===== src/rtl/image_pkg.sv =====
// Shared types and constants for the image option-mux mode sequencer.
package image_pkg;

    localparam int MODE_W      = 3;
    localparam int FRAME_CNT_W = 12;

    localparam logic [MODE_W-1:0] MODE_BLANK       = 3'd7;
    localparam logic [MODE_W-1:0] MODE_LAST_ACTIVE = 3'd6;

    typedef enum logic [1:0] {
        WAIT_FRAME = 2'd0,
        IN_FRAME   = 2'd1,
        COMMIT     = 2'd2
    } seq_state_e;

    // Auto-cycle successor: 0..6 wrapping to 0, blank (7) also goes to 0.
    function automatic logic [MODE_W-1:0] next_mode(input logic [MODE_W-1:0] m);
        if (m >= MODE_LAST_ACTIVE) begin
            return '0;
        end
        return m + 3'd1;
    endfunction

endpackage


===== src/rtl/image_mode_sequencer_frame_edge_detect.sv =====
// Registers the frame-valid level and flags its rising and falling edges.
module frame_edge_detect (
    input  logic clk_i,
    input  logic rst_ni,
    input  logic line_valid_i,
    output logic rise_o,
    output logic fall_o
);

    logic lv_q;

    always_ff @(posedge clk_i or negedge rst_ni) begin
        if (!rst_ni) begin
            lv_q <= 1'b0;
        end else begin
            lv_q <= line_valid_i;
        end
    end

    assign rise_o = line_valid_i & ~lv_q;
    assign fall_o = lv_q & ~line_valid_i;

endmodule


===== src/rtl/image_mode_sequencer.sv =====
// Frame-synchronous mode select for the image_processor option mux; mode changes land only in blanking.
// Define MODE_SEQ_AUTO_EN to build the auto-cycle counter (otherwise iAutoEn is ignored).
module image_mode_sequencer
    import image_pkg::*;
#(
    parameter int FRAME_DIV  = 60,
    parameter int RESET_MODE = 0
) (
    input  logic                   iClk,
    input  logic                   iRst,
    input  logic                   iLineValid,
    input  logic [MODE_W-1:0]      iReqMode,
    input  logic                   iReqStrobe,
    input  logic                   iAutoEn,
    output logic [MODE_W-1:0]      oMode,
    output logic                   oPending,
    output logic                   oSwitched,
    output logic [FRAME_CNT_W-1:0] oFrameCount
);

    seq_state_e             state_q, state_d;
    logic [MODE_W-1:0]      mode_q, mode_d;
    logic [MODE_W-1:0]      pend_val_q, pend_val_d;
    logic                   pend_q, pend_d;
    logic                   switched_q, switched_d;
    logic [FRAME_CNT_W-1:0] frame_cnt_q, frame_cnt_d;
    logic                   do_manual;
    logic                   line_rise;
    logic                   line_fall;
    logic                   unused_rise;

    // The level, not the rise, starts a frame so one already running at reset release is still tracked.
    assign unused_rise = line_rise;

`ifdef MODE_SEQ_AUTO_EN
    localparam logic [FRAME_CNT_W-1:0] AUTO_LAST = FRAME_CNT_W'(FRAME_DIV - 1);
    logic [FRAME_CNT_W-1:0] auto_cnt_q, auto_cnt_d;
`else
    localparam int unused_frame_div = FRAME_DIV;
    logic unused_auto_en;
    assign unused_auto_en = iAutoEn;
`endif

    frame_edge_detect u_edge (
        .clk_i        (iClk),
        .rst_ni       (iRst),
        .line_valid_i (iLineValid),
        .rise_o       (line_rise),
        .fall_o       (line_fall)
    );

    always_comb begin
        state_d     = state_q;
        mode_d      = mode_q;
        pend_d      = pend_q;
        pend_val_d  = pend_val_q;
        switched_d  = 1'b0;
        frame_cnt_d = frame_cnt_q;
        do_manual   = 1'b0;
`ifdef MODE_SEQ_AUTO_EN
        auto_cnt_d  = auto_cnt_q;
`endif
        unique case (state_q)
            WAIT_FRAME: begin
                if (iLineValid) begin
                    state_d = IN_FRAME;
                end else if (pend_q) begin
                    do_manual = 1'b1;
                end
            end
            IN_FRAME: begin
                if (line_fall) begin
                    state_d     = COMMIT;
                    frame_cnt_d = frame_cnt_q + FRAME_CNT_W'(1);
                end
            end
            COMMIT: begin
                state_d = WAIT_FRAME;
                if (pend_q) begin
                    do_manual = 1'b1;
                end
`ifdef MODE_SEQ_AUTO_EN
                else if (iAutoEn && (auto_cnt_q == AUTO_LAST)) begin
                    mode_d     = next_mode(mode_q);
                    auto_cnt_d = '0;
                    switched_d = 1'b1;
                end else begin
                    auto_cnt_d = auto_cnt_q + FRAME_CNT_W'(1);
                end
`endif
            end
            default: state_d = WAIT_FRAME;
        endcase

        if (do_manual) begin
            mode_d     = pend_val_q;
            pend_d     = 1'b0;
            switched_d = 1'b1;
`ifdef MODE_SEQ_AUTO_EN
            auto_cnt_d = '0;
`endif
        end
`ifdef MODE_SEQ_AUTO_EN
        if (!iAutoEn) begin
            auto_cnt_d = '0;
        end
`endif
        // A strobe always lands in the pending register, after any commit of the old value this cycle.
        if (iReqStrobe) begin
            pend_val_d = iReqMode;
            pend_d     = 1'b1;
        end
    end

    always_ff @(posedge iClk or negedge iRst) begin
        if (!iRst) begin
            state_q     <= WAIT_FRAME;
            mode_q      <= MODE_W'(RESET_MODE);
            pend_q      <= 1'b0;
            pend_val_q  <= '0;
            switched_q  <= 1'b0;
            frame_cnt_q <= '0;
`ifdef MODE_SEQ_AUTO_EN
            auto_cnt_q  <= '0;
`endif
        end else begin
            state_q     <= state_d;
            mode_q      <= mode_d;
            pend_q      <= pend_d;
            pend_val_q  <= pend_val_d;
            switched_q  <= switched_d;
            frame_cnt_q <= frame_cnt_d;
`ifdef MODE_SEQ_AUTO_EN
            auto_cnt_q  <= auto_cnt_d;
`endif
        end
    end

    assign oMode       = mode_q;
    assign oPending    = pend_q;
    assign oSwitched   = switched_q;
    assign oFrameCount = frame_cnt_q;

endmodule


===== config.mk =====
export PLATFORM = sky130hd
export DESIGN_NAME = image_mode_sequencer
export DESIGN_NICKNAME = d
export VERILOG_FILES = /design/src/rtl/image_pkg.sv /design/src/rtl/image_mode_sequencer_frame_edge_detect.sv /design/src/rtl/image_mode_sequencer.sv
export SDC_FILE = /design/constraint.sdc
export NUM_CORES = 1
export LEC_CHECK = 0
export CORE_MARGIN = 4
export CORE_UTILIZATION = 25
export DETAILED_ROUTE_END_ITERATION = 10
export PLACE_DENSITY_LB_ADDON = 0.05
export SYNTH_ARGS = -nofsm -noshare
export SYNTH_HDL_FRONTEND = slang
export SYNTH_HIERARCHICAL = 1
export SYNTH_SLANG_ARGS = --single-unit

===== constraint.sdc =====
create_clock -name iClk -period 1.3 [get_ports iClk]
set_input_delay 0.39 -clock iClk [delete_from_list [all_inputs] [get_ports iClk]]
set_output_delay 0.39 -clock iClk [all_outputs]
set_load 0.01 [all_outputs]

==> results_dict.tcl <==
set metrics [dict create \
    finalSetupViolations 0 \
    max-cap-violations 0 \
    setup_ws_ns 0.0208 \
    ir_drop_mv 0.779 \
    routed_wl_mm 1.90 \
    hold_viol_final 0 \
    synthesis.nets 78 \
    hold_ws_ns 0.350 \
    globalRouteTotalUtil_pct 8.48 \
    critPathRequiredTime_ns 1.49 \
    vias 664 \
    arrival_ns 1.47 \
    maxSlewHeadroom_pct 83.6 \
    place_inst 158 \
    gr-total-overflow 0 \
    start_kind "flop" \
    cts.sinks 23 \
    grt_pass1_vias 718 \
    cts_buffers 3 \
    area_growth_pct 50.7 \
    via_per_inst 4.05 \
    die_area_um2 4840 \
    drive_above_1_share_pct 48.3 \
    slowest_stage "dfrtp_1" \
    syn_area_um2 947 \
    tightest_slew_ns 0.245 \
    slowest_delay_ns 0.32 \
    rsz0062_at_grt "true" \
    crit_chain "and2b_2 -> and3b_2 -> nand4_4 -> nor2_1 -> xor2_1" \
    skew_ns 0.00384 \
    end_kind "flop" \
    num-fill-cells 368 \
    fp.coreArea_um2 3660 \
    fin_crit_ns 1.28 \
    antenna_found_initial 0 \
    syn_avg_cell_area_um2 13.7 \
    drtIter0Drc 8 \
    cts-root-buf "clkbuf_8" \
    p_leak_nw 0.725 \
    remaining_drc_errors 0 \
    initial_core_util_pct 25.9 \
    rows 22 \
    synthCells 69 \
    drv_slew 0 \
    avgRoutedWirePerCell_um 11.6 \
    gp_congestion 0.732 \
    fin_crit_sh_pct 98.4 \
    dpl_cell_area_um2 1390 \
    final_cells 164 \
    clk_pin_slew_worst_paths_ns 0.08 \
    die_x_um 69.6 \
    portBuffers 23 \
    nets 126 \
    power_density_nw_per_um2 1470 \
    clock_path_buffers 2 \
    h-tree-depth 1 \
    antenna_left 0 \
    cp_top_family "simple AND/OR/NAND/NOR gates" \
    total_power_mw 2.09 \
    cts_tree "yes" \
    fin_setup_tns_ns 0 \
    grt_first_pass_wirelength_mm 3.28 \
    worstSetupPathType "flop to flop" \
    fmax_mhz 782 \
    outcome "completed" \
    dieHeight_um 69.6 \
    worstPathMaxFanout 6 \
    n_antenna_cell 0 \
    cp_num_buf_inv 0 \
    grt_max_degree 24 \
    ios 25 \
    synth_warnings 6 \
    pre_cts_slack_ns -0.679 \
    cts_hold_buf 0 \
    hpwlAfterDp_mm 1.42 \
    first_pass_iters 2 \
    finish.utilization_pct 39.0 \
    worstSkewPairLatency_ns 0.26 \
    hold_class "primary input to flop" \
    fin_area_um2 1430 \
]
==> what timing repair did <==
action                                  4_1_cts  5_1_grt
resized for setup                            40       22
endpoints found under the setup margin       33       25
pin swaps                                     4        5
cloned                                        0        0
setup buffers                                 3        0
==> placed cells by master, fill, tap and decap left out, drive strengths merged, types with 3 or more instances in the layout <==
cell            n
nor2            4
clkdlybuf4s15   4
buf            22
nand3           3
xor2            7
mux2            7
nor3            3
nand2           4
dfrtp          23
clkdlybuf4s50   5
xnor2           4
clkbuf         16
nand4           4
==> report_power, final <==
group | total (mW) | internal, mW | switching [mW]
clock network | 0.439 | 0.213 | 0.226
registers | 0.927 | 0.857 | 0.0698
logic | 0.729 | 0.392 | 0.337
total | 2.09 | 1.46 | 0.633
==> sequential cells by signal, indices dropped and copies added, names as in the netlist <==
| signal | flops |
|---|---|
| pend_val_q | 3 |
| oFrameCount | 12 |
| oPending | 1 |
| u_edge/lv_q | 1 |
| state_q | 2 |
| oMode | 3 |
| oSwitched | 1 |
==> worst register-to-register path, delay by kind of cell, from the launching register on <==
family        cells  cell delay (ns)
flops             1             0.32
xor+xnor          1             0.15
simple gates      4             0.73
==> metal layers <==
| metal | GRT usage (%) | share of wire (%) |
|---|---|---|
| met1 | 10.8 | 47 |
| met4 | 3.25 | 1.0 |
| met3 | 2.90 | 5.0 |
| met5 | 0 | 0 |
| met2 | 13.1 | 47 |
==> cell type report <==
type	count	area [um2]	area share (%)
flip-flops and latches	23	576	40.3
multi-input cells	45	412	28.8
repair buffers	44	334	23.4
well taps	48	60.1	4.21
clock buffers	3	41.3	2.89
clock inverters	1	5.00	0.351
==> worst paths after layout <==
check,depth (start not counted),slack [ns],start,end
hold / removal,2,0.35,iLineValid,u_edge/lv_q
setup / recovery,5,0.02,u_edge/lv_q,oFrameCount[6]
setup reg to reg,5,0.02,u_edge/lv_q,oFrameCount[6]
min in group asynchronous,2,0.47,iRst,pend_val_q[1]
hold reg to reg,1,0.51,pend_val_q[1],oMode[1]
max in group asynchronous,2,0.69,iRst,oFrameCount[2]
Power figures use the tool's default switching activity.
==> patch 1, RTL diff (same flow settings) <==
`MODE_W`: 3 -> 4.
--- a/src/rtl/image_pkg.sv
+++ b/src/rtl/image_pkg.sv
@@ -1,7 +1,7 @@
 // Shared types and constants for the image option-mux mode sequencer.
 package image_pkg;
 
-    localparam int MODE_W      = 3;
+    localparam int MODE_W      = 4;
     localparam int FRAME_CNT_W = 12;
 
     localparam logic [MODE_W-1:0] MODE_BLANK       = 3'd7;
Ports: changed (resized iReqMode and oMode); port bits go from 25 to 27. The function was not compared with the original's and may differ.
==> patch 1 against the unedited design <==
The flow now finishes with violations (negative setup slack). Core utilization fell by 0.55 points. Routed wire length rose by 8.6%. Sequential cell count rose by 2. Combinational power rose by 9.9%. Power rose by 8.4%. Final area rose by 7.7%. Worst setup slack got worse by 0.048 ns. Clock skew fell by 0.0026 ns. Via count rose by 8.4%. Synthesized area rose by 8.6%. Sequential share of layout area rose by 0.37 points. Highest routed layer unchanged.
==> patch 1: results (changes against the unedited design) <==
Status
The flow ran to the end, but the final reports show violations. The final reports fail on negative setup slack.

Finish
The total number of nets in the final design is 138 (+9.5%). The number of inserted filler cells in the final layout is 404 (+9.8%). The share of layout cells above drive strength 1 is 51.97% (+3.7 points).

Global routing
The all-layer global routing usage was 9.115% (+0.64 points). The initial antenna violation count was 0 (unchanged). The number of global-route vias before repair is 820 (+14%).

The first-pass GRT wire length is 3691 um (+13%). The pin count of the biggest net entering global routing is 26 (+8.3%).

STA
The minimum setup slack in the final design is -0.02698 ns (-0.04777 ns). The count of final setup violators is 1 (+1). The setup TNS was -0.02698 ns (-0.02698 ns). The hold slack is 0.3441 ns (-0.005657 ns). The slew at the pin with the worst max-slew slack is 0.2413 ns (-0.003916 ns).

The clock tree skew after final layout is 0.001267 ns (-0.002574 ns).

Route
The total wirelength of the detailed-routed design is 2059 um (+8.6%). The number of vias per cell is 4.068 (+0.47%). The total number of vias is 720 (+8.4%). The first-pass iteration count of the detailed router was 4 (+2). The number of DRC markers after the initial detailed-route iteration was 18 (+10).

Critical path
The worst register-to-register path ends at oFrameCount[1]$_DFFE_PN0P_. For the worst setup path, the data arrival time is 1.48 ns. The length in cells of the worst reg-to-reg path is 4 (-1).

The reg-to-reg setup timing slack is -0.03 ns (-0.05 ns). The biggest fanout along the worst timing path is 5 (-1). The largest stage delay on the critical path is 0.36 ns (+0.04 ns).

Pwr
The internal power is 1.597 mW (+9.2%). The power in the clock group came to 0.453 mW (+3%). The leakage component of the power came to 0.7866 nW (+8.5%). The switching power of the nets is 0.6742 mW (+6.6%). The proportion of power drawn by combinational gates came to 35.3% (+0.5 points). The peak supply drop came to 750.4 uV (-3.6%).

Place
The placer's final routability congestion estimate came to 0.6930 (-5.4%). The number of placed instances with taps included is 167 (+5.7%). The worst setup slack after placement is -0.6866 ns (-0.007957 ns). The HPWL after detailed placement is 1482 um (+4.5%).

The standard cell area after detailed placement is 1493 um^2 (+7.4%). The count of input and output buffers is 25 (+8.7%).

Clock tree
The post-cts repair resize count is 43 (+7.5%).

Yosys
The synthesized net count is 83 (+6.4%).
patch 1: cell count changes in the layout (fill, tap and decap cells not counted), moves of 2 or more:
cell	change
buf_4	+3
clkdlybuf4s15_1	-3
clkbuf_2	+3
buf_6	+2
dfrtp_1	+2
patch 1: critical path, delay by kind of cell (launching register included):
family,cells,cell delay [ns]
simple gates,2,0.44
flops,1,0.36
buf+inv,1,0.16
mux,1,0.26
patch 1: cell type report:
cell class / instances / area (um^2) / share of cell area, %
tap: 50 / 62.56 / 4.068
sequential: 25 / 625.6 / 40.68
clock buffer: 4 / 45.04 / 2.929
multi-input combinational: 47 / 425.4 / 27.66
timing repair buffer: 51 / 379.1 / 24.65
patch 1: routing by layer:
| layer | vias up | track usage (%) | part of all wire (%) |
|---|---|---|---|
| met2 | 18 | 14.46 | 45 |
| met4 | 0 | 4.384 | 0.83 |
| li1 | 360 | - | - |
| met3 | 2 | 2.355 | 6.4 |
| met5 | - | 0 | 0 |
| met1 | 340 | 11.53 | 48 |
==> patch 2, RTL diff (same flow settings) <==
Without the edit above. Encoding of `seq_state_e`: now one-hot (3 bits for 3 states).
--- a/src/rtl/image_pkg.sv
+++ b/src/rtl/image_pkg.sv
@@ -7,10 +7,10 @@
     localparam logic [MODE_W-1:0] MODE_BLANK       = 3'd7;
     localparam logic [MODE_W-1:0] MODE_LAST_ACTIVE = 3'd6;
 
-    typedef enum logic [1:0] {
-        WAIT_FRAME = 2'd0,
-        IN_FRAME   = 2'd1,
-        COMMIT     = 2'd2
+    typedef enum logic [2:0] {
+        WAIT_FRAME = 3'b001,
+        IN_FRAME   = 3'b010,
+        COMMIT     = 3'b100
     } seq_state_e;
 
     // Auto-cycle successor: 0..6 wrapping to 0, blank (7) also goes to 0.
Behaviour: no difference found for any inputs over 10 cycles, from zero or initial values and one cycle with iRst low; not proved beyond that.
==> patch 2 against the unedited design <==
The run now ends with negative setup slack left. Worst hold slack better by 0.011 ns. Power is 10% higher. Routed wire length is 20% higher. Maximum frequency is 8.9% lower. Sequential share of layout area is 3.5 points lower. Final area is 14% higher. Synthesized cell count is 16% higher. Sequential cell count is 1 higher. Global-route usage is 1.3 points higher. Non-clock buffer count is 4 higher. Worst setup slack worse by 0.13 ns. Synthesized area is 14% higher.
==> patch 2: results (changes against the unedited design) <==
Status
The flow ran to the end, but the final reports show violations. The checks that failed: negative setup slack.

STA
The setup TNS is -0.3767 ns (-0.3767 ns). The slew at the pin with the worst max-slew slack is 0.2715 ns (+0.02628 ns). The minimum setup slack in the final design is -0.1042 ns (-0.1250 ns). The count of final setup violators is 9 (+9). The clock tree skew after final layout came to 0.009740 ns (+0.005899 ns).

Finish
The total number of nets in the final design was 141 (+12%). The share of layout cells above drive strength 1 is 51.91% (+3.6 points).

Place
The worst setup slack after placement was -0.5691 ns (+0.1095 ns). The placer's final routability congestion estimate is 0.7478 (+2.1%). The HPWL after detailed placement is 1670 um (+18%). The number of placed instances with taps included is 172 (+8.9%). The standard cell area after detailed placement was 1545 um^2 (+11%).

Route
The routed wirelength normalized by instance count is 12.53 um (+8.4%). The number of DRC markers after the initial detailed-route iteration is 36 (+28). The number of vias per cell is 4.414 (+9.0%). The first-pass iteration count of the detailed router is 4 (+2).

Global routing
The all-layer global routing usage is 9.782% (+1.3 points). The routing usage on met2 is 14.07% (+0.94 points). The first-pass GRT wire length was 4036 um (+23%). The met1 capacity usage during global routing is 13.68% (+2.8 points). The number of global-route vias before repair is 811 (+13%). The global routing usage on met3 is 3.010% (+0.11 points). The pin count of the biggest net entering global routing is 15 (-38%).

Yosys
The mean cell area of the mapped netlist was 13.51 um^2 (-1.6%). The synthesized net count is 89 (+14%).

Pwr
The peak supply drop is 510.9 uV (-34%).

Critical path
The biggest fanout along the worst timing path was 4 (-2). The critical path arrival is 1.55 ns (+0.08 ns).
-- patch 2: worst max-delay path: stages (launching register included) --
cell and delay, ns:
dfstp_2 0.54, and2b_1 0.21, o21ai_4 0.19, mux2_2 0.36
-- patch 2: worst paths after layout --
path	from	endpoint	slack [ns]	cells past startpoint
worst max-delay path	state_q[0]$_DFFE_PN1P_	oMode[2]$_DFFE_PN0P_	-0.10	3
worst min-delay path	iLineValid	u_edge/lv_q$_DFF_PN0_	0.36	2
worst max register to register	state_q[0]$_DFFE_PN1P_	oMode[2]$_DFFE_PN0P_	-0.10	3
worst min register to register	pend_val_q[1]$_DFFE_PN0P_	oMode[1]$_DFFE_PN0P_	0.51	1
max in group asynchronous	iRst	oFrameCount[9]$_DFFE_PN0P_	0.60	2
min in group asynchronous	iRst	oMode[0]$_DFFE_PN0P_	0.49	2
-- patch 2: report_power, final --
group	total, mW	switching, mW	internal (mW)
clock network	0.446	0.228	0.219
registers	1.01	0.0963	0.911
logic	0.852	0.382	0.470
-- patch 2: timing repair --
| item | 4_1_cts | 5_1_grt |
|---|---|---|
| resized for setup | 54 | 18 |
| pin swaps | 15 | 5 |
| buffers inserted | 3 | 1 |
| gates cloned | 1 | 0 |
| endpoints found under the setup margin | 34 | 31 |
-- patch 2: final cells by class --
cell class	count	area, um^2	area share, %
flip-flops and latches	24	601.8	36.83
multi-input cells	53	539.3	33.00
repair buffers	48	370.4	22.66
well taps	50	62.56	3.828
clock buffers	4	45.04	2.757
inverters	2	15.01	0.9188
-- patch 2: routing by layer --
metal  share of wire, %  vias up
met1                 49      389
met5                  0        -
met3                5.2        2
met4               0.88        0
li1                   -      385
met2                 45       23
